==> config.mk <==
export PLATFORM = sky130hd
export DESIGN_NAME = lt24_frame_scheduler
export DESIGN_NICKNAME = d
export VERILOG_FILES = /design/src/rtl/lt24_frame_scheduler.sv
export SDC_FILE = /design/constraint.sdc
export NUM_CORES = 1
export LEC_CHECK = 0
export CORE_MARGIN = 4
export CORE_UTILIZATION = 59
export DETAILED_ROUTE_END_ITERATION = 10
export PLACE_DENSITY_LB_ADDON = 0.12
export SLEW_MARGIN = 10
export SYNTH_ARGS = -nofsm -noshare
export SYNTH_HDL_FRONTEND = slang
export SYNTH_SLANG_ARGS = --single-unit
export TNS_END_PERCENT = 1
==> constraint.sdc <==
create_clock -name clock -period 10.5 [get_ports clock]
set_input_delay 2.625 -clock clock [delete_from_list [all_inputs] [get_ports clock]]
set_output_delay 2.625 -clock clock [all_outputs]
set_load 0.02 [all_outputs]
==> src/rtl/lt24_frame_scheduler.sv <==
// Raster-scan pixel sequencer for the LT24 big-screen: picture window from Subject ROM, background elsewhere.
// Optional result overlay box compiled in with `define BIGSCREEN_RESULT_OVERLAY_EN.
module lt24_frame_scheduler #(
  parameter int          LCD_WIDTH   = 240,
  parameter int          LCD_HEIGHT  = 320,
  parameter int          PIC_X_START = 60,
  parameter int          PIC_Y_START = 0,
  parameter int          PIC_WIDTH   = 120,
  parameter int          PIC_HEIGHT  = 320,
  parameter int          ROM_LATENCY = 1,
  parameter logic [15:0] BACK_COLOR  = 16'h0000,
  parameter bit          CONTINUOUS  = 1'b1
) (
  input  logic        clock,
  input  logic        globalReset,
  input  logic        resetApp,
  input  logic        frameStart,
  input  logic        ansCorrect,
  input  logic        ansWrong,
  input  logic        pixelReady,
  input  logic [15:0] romData,
  output logic [15:0] romAddr,
  output logic [7:0]  xAddr,
  output logic [8:0]  yAddr,
  output logic [15:0] pixelData,
  output logic        pixelWrite,
  output logic        frameBusy,
  output logic        frameDone
);

  typedef enum logic [1:0] {IDLE, FETCH, PRESENT, DONE} state_t;

  state_t      state;
  logic [1:0]  lat_cnt;
  logic        start_req;
  logic        last_col;
  logic        last_pixel;
  logic [7:0]  next_x;
  logic [8:0]  next_y;
  logic [15:0] pixel_sel;

  function automatic logic in_window(input logic [7:0] x, input logic [8:0] y);
    return int'(x) >= PIC_X_START && int'(x) < PIC_X_START + PIC_WIDTH &&
           int'(y) >= PIC_Y_START && int'(y) < PIC_Y_START + PIC_HEIGHT;
  endfunction

  // Modulo-2^16 arithmetic gives the truncated address directly.
  function automatic logic [15:0] rom_addr_of(input logic [7:0] x, input logic [8:0] y);
    if (!in_window(x, y)) return 16'h0000;
    return (16'(x) - 16'(PIC_X_START)) + (16'(y) - 16'(PIC_Y_START)) * 16'(PIC_WIDTH);
  endfunction

  assign start_req = CONTINUOUS || frameStart;

`ifdef BIGSCREEN_RESULT_OVERLAY_EN
  logic ans_correct_q;
  logic ans_wrong_q;
  logic in_box;

  // Wrong is masked by correct at latch time so correct always wins.
  always_ff @(posedge clock or posedge globalReset) begin
    if (globalReset) begin
      ans_correct_q <= 1'b0;
      ans_wrong_q   <= 1'b0;
    end else if (resetApp) begin
      ans_correct_q <= 1'b0;
      ans_wrong_q   <= 1'b0;
    end else if (state == IDLE && start_req) begin
      ans_correct_q <= ansCorrect;
      ans_wrong_q   <= ansWrong & ~ansCorrect;
    end
  end

  assign in_box = xAddr >= 8'd4 && xAddr <= 8'd35 && yAddr >= 9'd4 && yAddr <= 9'd35;
`else
  logic unused_ans;
  assign unused_ans = ansCorrect ^ ansWrong;
`endif

  // NOTE: every variable assigned in always_comb gets a default first so no latch is inferred.
  always_comb begin
    last_col   = int'(xAddr) == LCD_WIDTH - 1;
    last_pixel = last_col && int'(yAddr) == LCD_HEIGHT - 1;
    next_x     = last_col ? 8'd0 : xAddr + 8'd1;
    next_y     = last_col ? yAddr + 9'd1 : yAddr;
    pixel_sel  = BACK_COLOR;
    if (in_window(xAddr, yAddr)) pixel_sel = romData;
`ifdef BIGSCREEN_RESULT_OVERLAY_EN
    if (in_box && (ans_correct_q || ans_wrong_q))
      pixel_sel = ans_correct_q ? 16'h07E0 : 16'hF800;
`endif
  end

  // NOTE: sequential state uses non-blocking assignments so every register samples pre-edge values.
  always_ff @(posedge clock or posedge globalReset) begin
    if (globalReset) begin
      state      <= IDLE;
      lat_cnt    <= 2'd0;
      xAddr      <= 8'd0;
      yAddr      <= 9'd0;
      romAddr    <= 16'h0000;
      pixelData  <= BACK_COLOR;
      pixelWrite <= 1'b0;
      frameBusy  <= 1'b0;
      frameDone  <= 1'b0;
    end else if (resetApp) begin
      state      <= IDLE;
      lat_cnt    <= 2'd0;
      xAddr      <= 8'd0;
      yAddr      <= 9'd0;
      romAddr    <= 16'h0000;
      pixelData  <= BACK_COLOR;
      pixelWrite <= 1'b0;
      frameBusy  <= 1'b0;
      frameDone  <= 1'b0;
    end else begin
      case (state)
        IDLE: begin
          if (start_req) begin
            state     <= FETCH;
            xAddr     <= 8'd0;
            yAddr     <= 9'd0;
            romAddr   <= rom_addr_of(8'd0, 9'd0);
            lat_cnt   <= 2'd0;
            frameBusy <= 1'b1;
          end
        end
        FETCH: begin
          // Same wait in and out of the window keeps pixel cadence uniform.
          if (int'(lat_cnt) == ROM_LATENCY) begin
            pixelData  <= pixel_sel;
            pixelWrite <= 1'b1;
            state      <= PRESENT;
          end else begin
            lat_cnt <= lat_cnt + 2'd1;
          end
        end
        PRESENT: begin
          if (pixelReady) begin
            pixelWrite <= 1'b0;
            if (last_pixel) begin
              state     <= DONE;
              frameDone <= 1'b1;
              frameBusy <= 1'b0;
            end else begin
              xAddr   <= next_x;
              yAddr   <= next_y;
              romAddr <= rom_addr_of(next_x, next_y);
              lat_cnt <= 2'd0;
              state   <= FETCH;
            end
          end
        end
        DONE: begin
          frameDone <= 1'b0;
          state     <= IDLE;
        end
        default: state <= IDLE;
      endcase
    end
  end

endmodule
==> metrics.cfg <==
[worst_setup_path]
cp_slowest_stage_delay_ps=530
critPathKind=reg -> reg
worst_setup_path_start_kind=register
reg2reg_to=romAddr[14]
crit_fanout=10
worst_ep_required_time_ps=10710
critPathBufInv=2
regToRegSetupSlack_ps=4350
reg2reg_from=xAddr[1]
crit_family=adder cells
critical_path_arrival_ps=6360
critPathCaptureType=register
worstPathCellList=ha_1 > nand3_4 > nor2_2 > nand2_1 > xor2_1 > inv_1 > fa_1 > fa_1 > inv_1 > fa_1 > nor2b_1 > o21ai_0 > a21oi_1 > nor2_1 > xnor2_1 > ha_1 > and2_1 > a31oi_1 > o21ai_0 > o41a_1 > xor2_1 > a22o_2
crit_top_cell=fa_1
critPathSlowestCell=fa_1
rr_worst_depth=22

[power]
seq_power_share_pct=50.1
pwr-share-comb_pct=21.9
clkPwrFrac_pct=28.0
max-vdd-ir-drop_mv=0.0761
p_sw_share_pct=32.9
p_int_uw=310
p_leak_uw=0.00244
power_uw=461
power_density_mw_per_mm2=87.4
p_switching_uw=152

[sta]
setup_tns_ps=0
period_needed_ps=6150
hold_viol_final=0
finalCritPeriodShare_pct=58.6
setup_viol=0
drv_slew=0
tightest_slew_ps=867
max_freq_ghz=0.163
slew_headroom_pct=42.0
skew_ps=15.2
setup_ws_ps=4350
rsz0062_at_grt=no

[drt]
num_vias=3624
viasPerCell=5.79
routed_wl_um=9850
drc=0
dr.pass1.iters=4
post_drt_wl_per_cell_um=15.7
drtIter0Drc=196
postRouteAntennaNets=0

[min_path]
min_to=romAddr[15]
hold_path.class=reg -> reg
whs_path_depth=2
hold_start=romAddr[15]

[synth]
synth_edf_count=0
ys_seq_area_share_pct=31.4
ys_seq_elements=56
syn_avg_cell_area_um2=9.63
postSynth.asyncResetShare_pct=100
synth_warnings=0
synth_flop_cell=dfrtp_1
synth.area.top_cells=dfrtp_1, ha_1, a22o_1, xnor2_1, fa_1
ys_types=75
yosys.area.top_type=dfrtp_1
synth.net_count=538
synth_area_mm2=0.00447
yosys.area.top_type_share_pct=31.4
synth_cells=464

[placed_design]
placed_area_mm2=0.00518
dp_hpwl_um=7560
place_congestion=0.882
pre_cts_ws_ps=4420
io_buffers=71

[global_routing]
first_global_vias=3634
busiest_layer=met2
grt_usage_pct=23.0
grt-ovfl-total=0
grt_pass1_wl_um=16700
grt_max_degree=57
met1_usage_pct=31.2
use_met2_pct=38.9
antenna_found_initial=0
met3_usage_pct=3.31

[final_layout]
fill_cells=580
num_antenna_cells=0
layout.nets=600
drive_gt1_share_pct=7.78
multi_input_comb_area_mm2=0.00278
area_delta_synth_final_pct=18.1
design_area_mm2=0.00528
register_area_mm2=0.00140

[floorplan]
die_width_um=95.0
fp.dieH_um=95.0
die_area_mm2=0.00903
core_mm2=0.00729
io_pins=75
rows=31
start_util_pct=61.3

[clocking]
hold_buffers=0
clockBufferDepth=2
cts-root-buf=clkbuf_8
postCtsSetupBuffers=0
cts_tree=yes
numCtsBuffers=5
clock_sinks=56
cts-resized-gates=0
clk-insertion-delay-late_ps=330
h-tree-depth=2
cts.clk_slew.worst_paths_ps=110

[run_status]
outcome=finished clean

[flow_run]
maxCapViolations=0

==> layout by cell type (no fill, tap or decap), types with 3 or more instances in the layout <==
| master | Yosys | routed |
|---|---|---|
| clkdlybuf4s50_1 | 0 | 71 |
| o31ai_1 | 7 | 7 |
| a31oi_1 | 5 | 5 |
| nand3_1 | 10 | 10 |
| o21ai_0 | 30 | 30 |
| o211ai_1 | 3 | 3 |
| fa_1 | 9 | 9 |
| o21a_1 | 5 | 5 |
| a22o_2 | 3 | 3 |
| nand4b_1 | 3 | 3 |
| ha_1 | 42 | 42 |
| xnor2_1 | 21 | 21 |
| o21bai_1 | 5 | 5 |
| inv_1 | 40 | 39 |
| or3_1 | 6 | 6 |
| dfrtp_1 | 56 | 56 |
| and2_1 | 3 | 3 |
| nand4_1 | 4 | 4 |
| a22o_1 | 31 | 31 |
| nand2_1 | 24 | 24 |
| a21o_1 | 4 | 4 |
| nor3_1 | 7 | 7 |
| nor2_1 | 36 | 36 |
| xor2_1 | 12 | 12 |
| nor2b_1 | 4 | 4 |
| a21oi_1 | 19 | 18 |
| clkbuf_8 | 0 | 5 |
| or2_2 | 3 | 3 |
==> final cells by class <==
type	instances	share of cell area (%)
multi-input combinational	349	52.6
clock buffer	5	1.30
sequential	56	26.5
clock inverter	3	0.521
inverter	41	2.92
timing repair buffer	73	13.7
tap	99	2.35
==> metal layers <==
metal | part of all wire (%) | wire length (um) | vias up
li1 | - | - | 1794
met2 | 47 | 4640 | 83
met4 | 0.92 | 91 | 0
met3 | 4.0 | 393 | 8
met1 | 48 | 4720 | 1739
met5 | 0 | 0 | -
==> power groups by stage <==
stage	Combinational, uW	Clock (uW)	Sequential, uW
after floorplan	73.7	0	237
after global placement	98.3	0	234
after detailed placement	101	0	235
after CTS	101	133	231
after global routing	114	140	232
final	101	129	231
==> synth_stat cells, types with 4 or more instances <==
cell / instances
dfrtp_1: 56
ha_1: 42
inv_1: 40
nor2_1: 36
a22o_1: 31
o21ai_0: 30
nand2_1: 24
xnor2_1: 21
a21oi_1: 19
xor2_1: 12
nand3_1: 10
fa_1: 9
nor3_1: 7
o31ai_1: 7
buf_2: 6
or3_1: 6
a31oi_1: 5
buf_6: 5
o21a_1: 5
o21bai_1: 5
a21o_1: 4
nand4_1: 4
nor2b_1: 4
==> state kept, by name (all words and copies together), names as in the netlist <==
signal      count
xAddr           8
pixelWrite      1
frameBusy       1
romAddr        16
lat_cnt         2
yAddr           9
pixelData      16
frameDone       1
state           2
==> cells by family (layout without fill, tap and decap cells) <==
group / after synthesis / in the layout / share of synthesized area [%]
mux: 3 / 3 / 0.700
compound gates: 139 / 139 / 23.2
fa+ha+maj: 53 / 53 / 16.2
buf+inv: 59 / 122 / 6.69
simple gates: 119 / 119 / 14.6
flops: 56 / 56 / 31.4
xor+xnor: 35 / 35 / 7.20
==> metrics by stage <==
| step | utilization, % | instances | hold slack [ps] |
|---|---|---|---|
| final | 72.4 | 626 | 500 |
| after CTS | 72.3 | 626 | 506 |
| after floorplan | - | 464 | 449 |
| after global routing | 72.4 | 626 | 529 |
| after global placement | 71.0 | 618 | 463 |
| after detailed placement | 71.0 | 618 | 478 |
==> worst min-delay path, stage by stage (launching register included) <==
cell	delay [ps]
dfrtp_1	360
nand2_1	60
o211ai_2	50
==> worst max path at each step <==
stage / cells past startpoint / end / slack, ps / startpoint
2_1_floorplan: 23 / romAddr[14] / 5070 / xAddr[1]
3_3_place_gp: 22 / romAddr[14] / 4560 / xAddr[1]
3_5_place_dp: 22 / romAddr[14] / 4420 / xAddr[1]
4_1_cts: 22 / romAddr[14] / 4400 / xAddr[1]
5_1_grt: 22 / romAddr[14] / 3880 / xAddr[1]
6_report: 22 / romAddr[14] / 4350 / xAddr[1]
(Power assumes the default switching activity.)
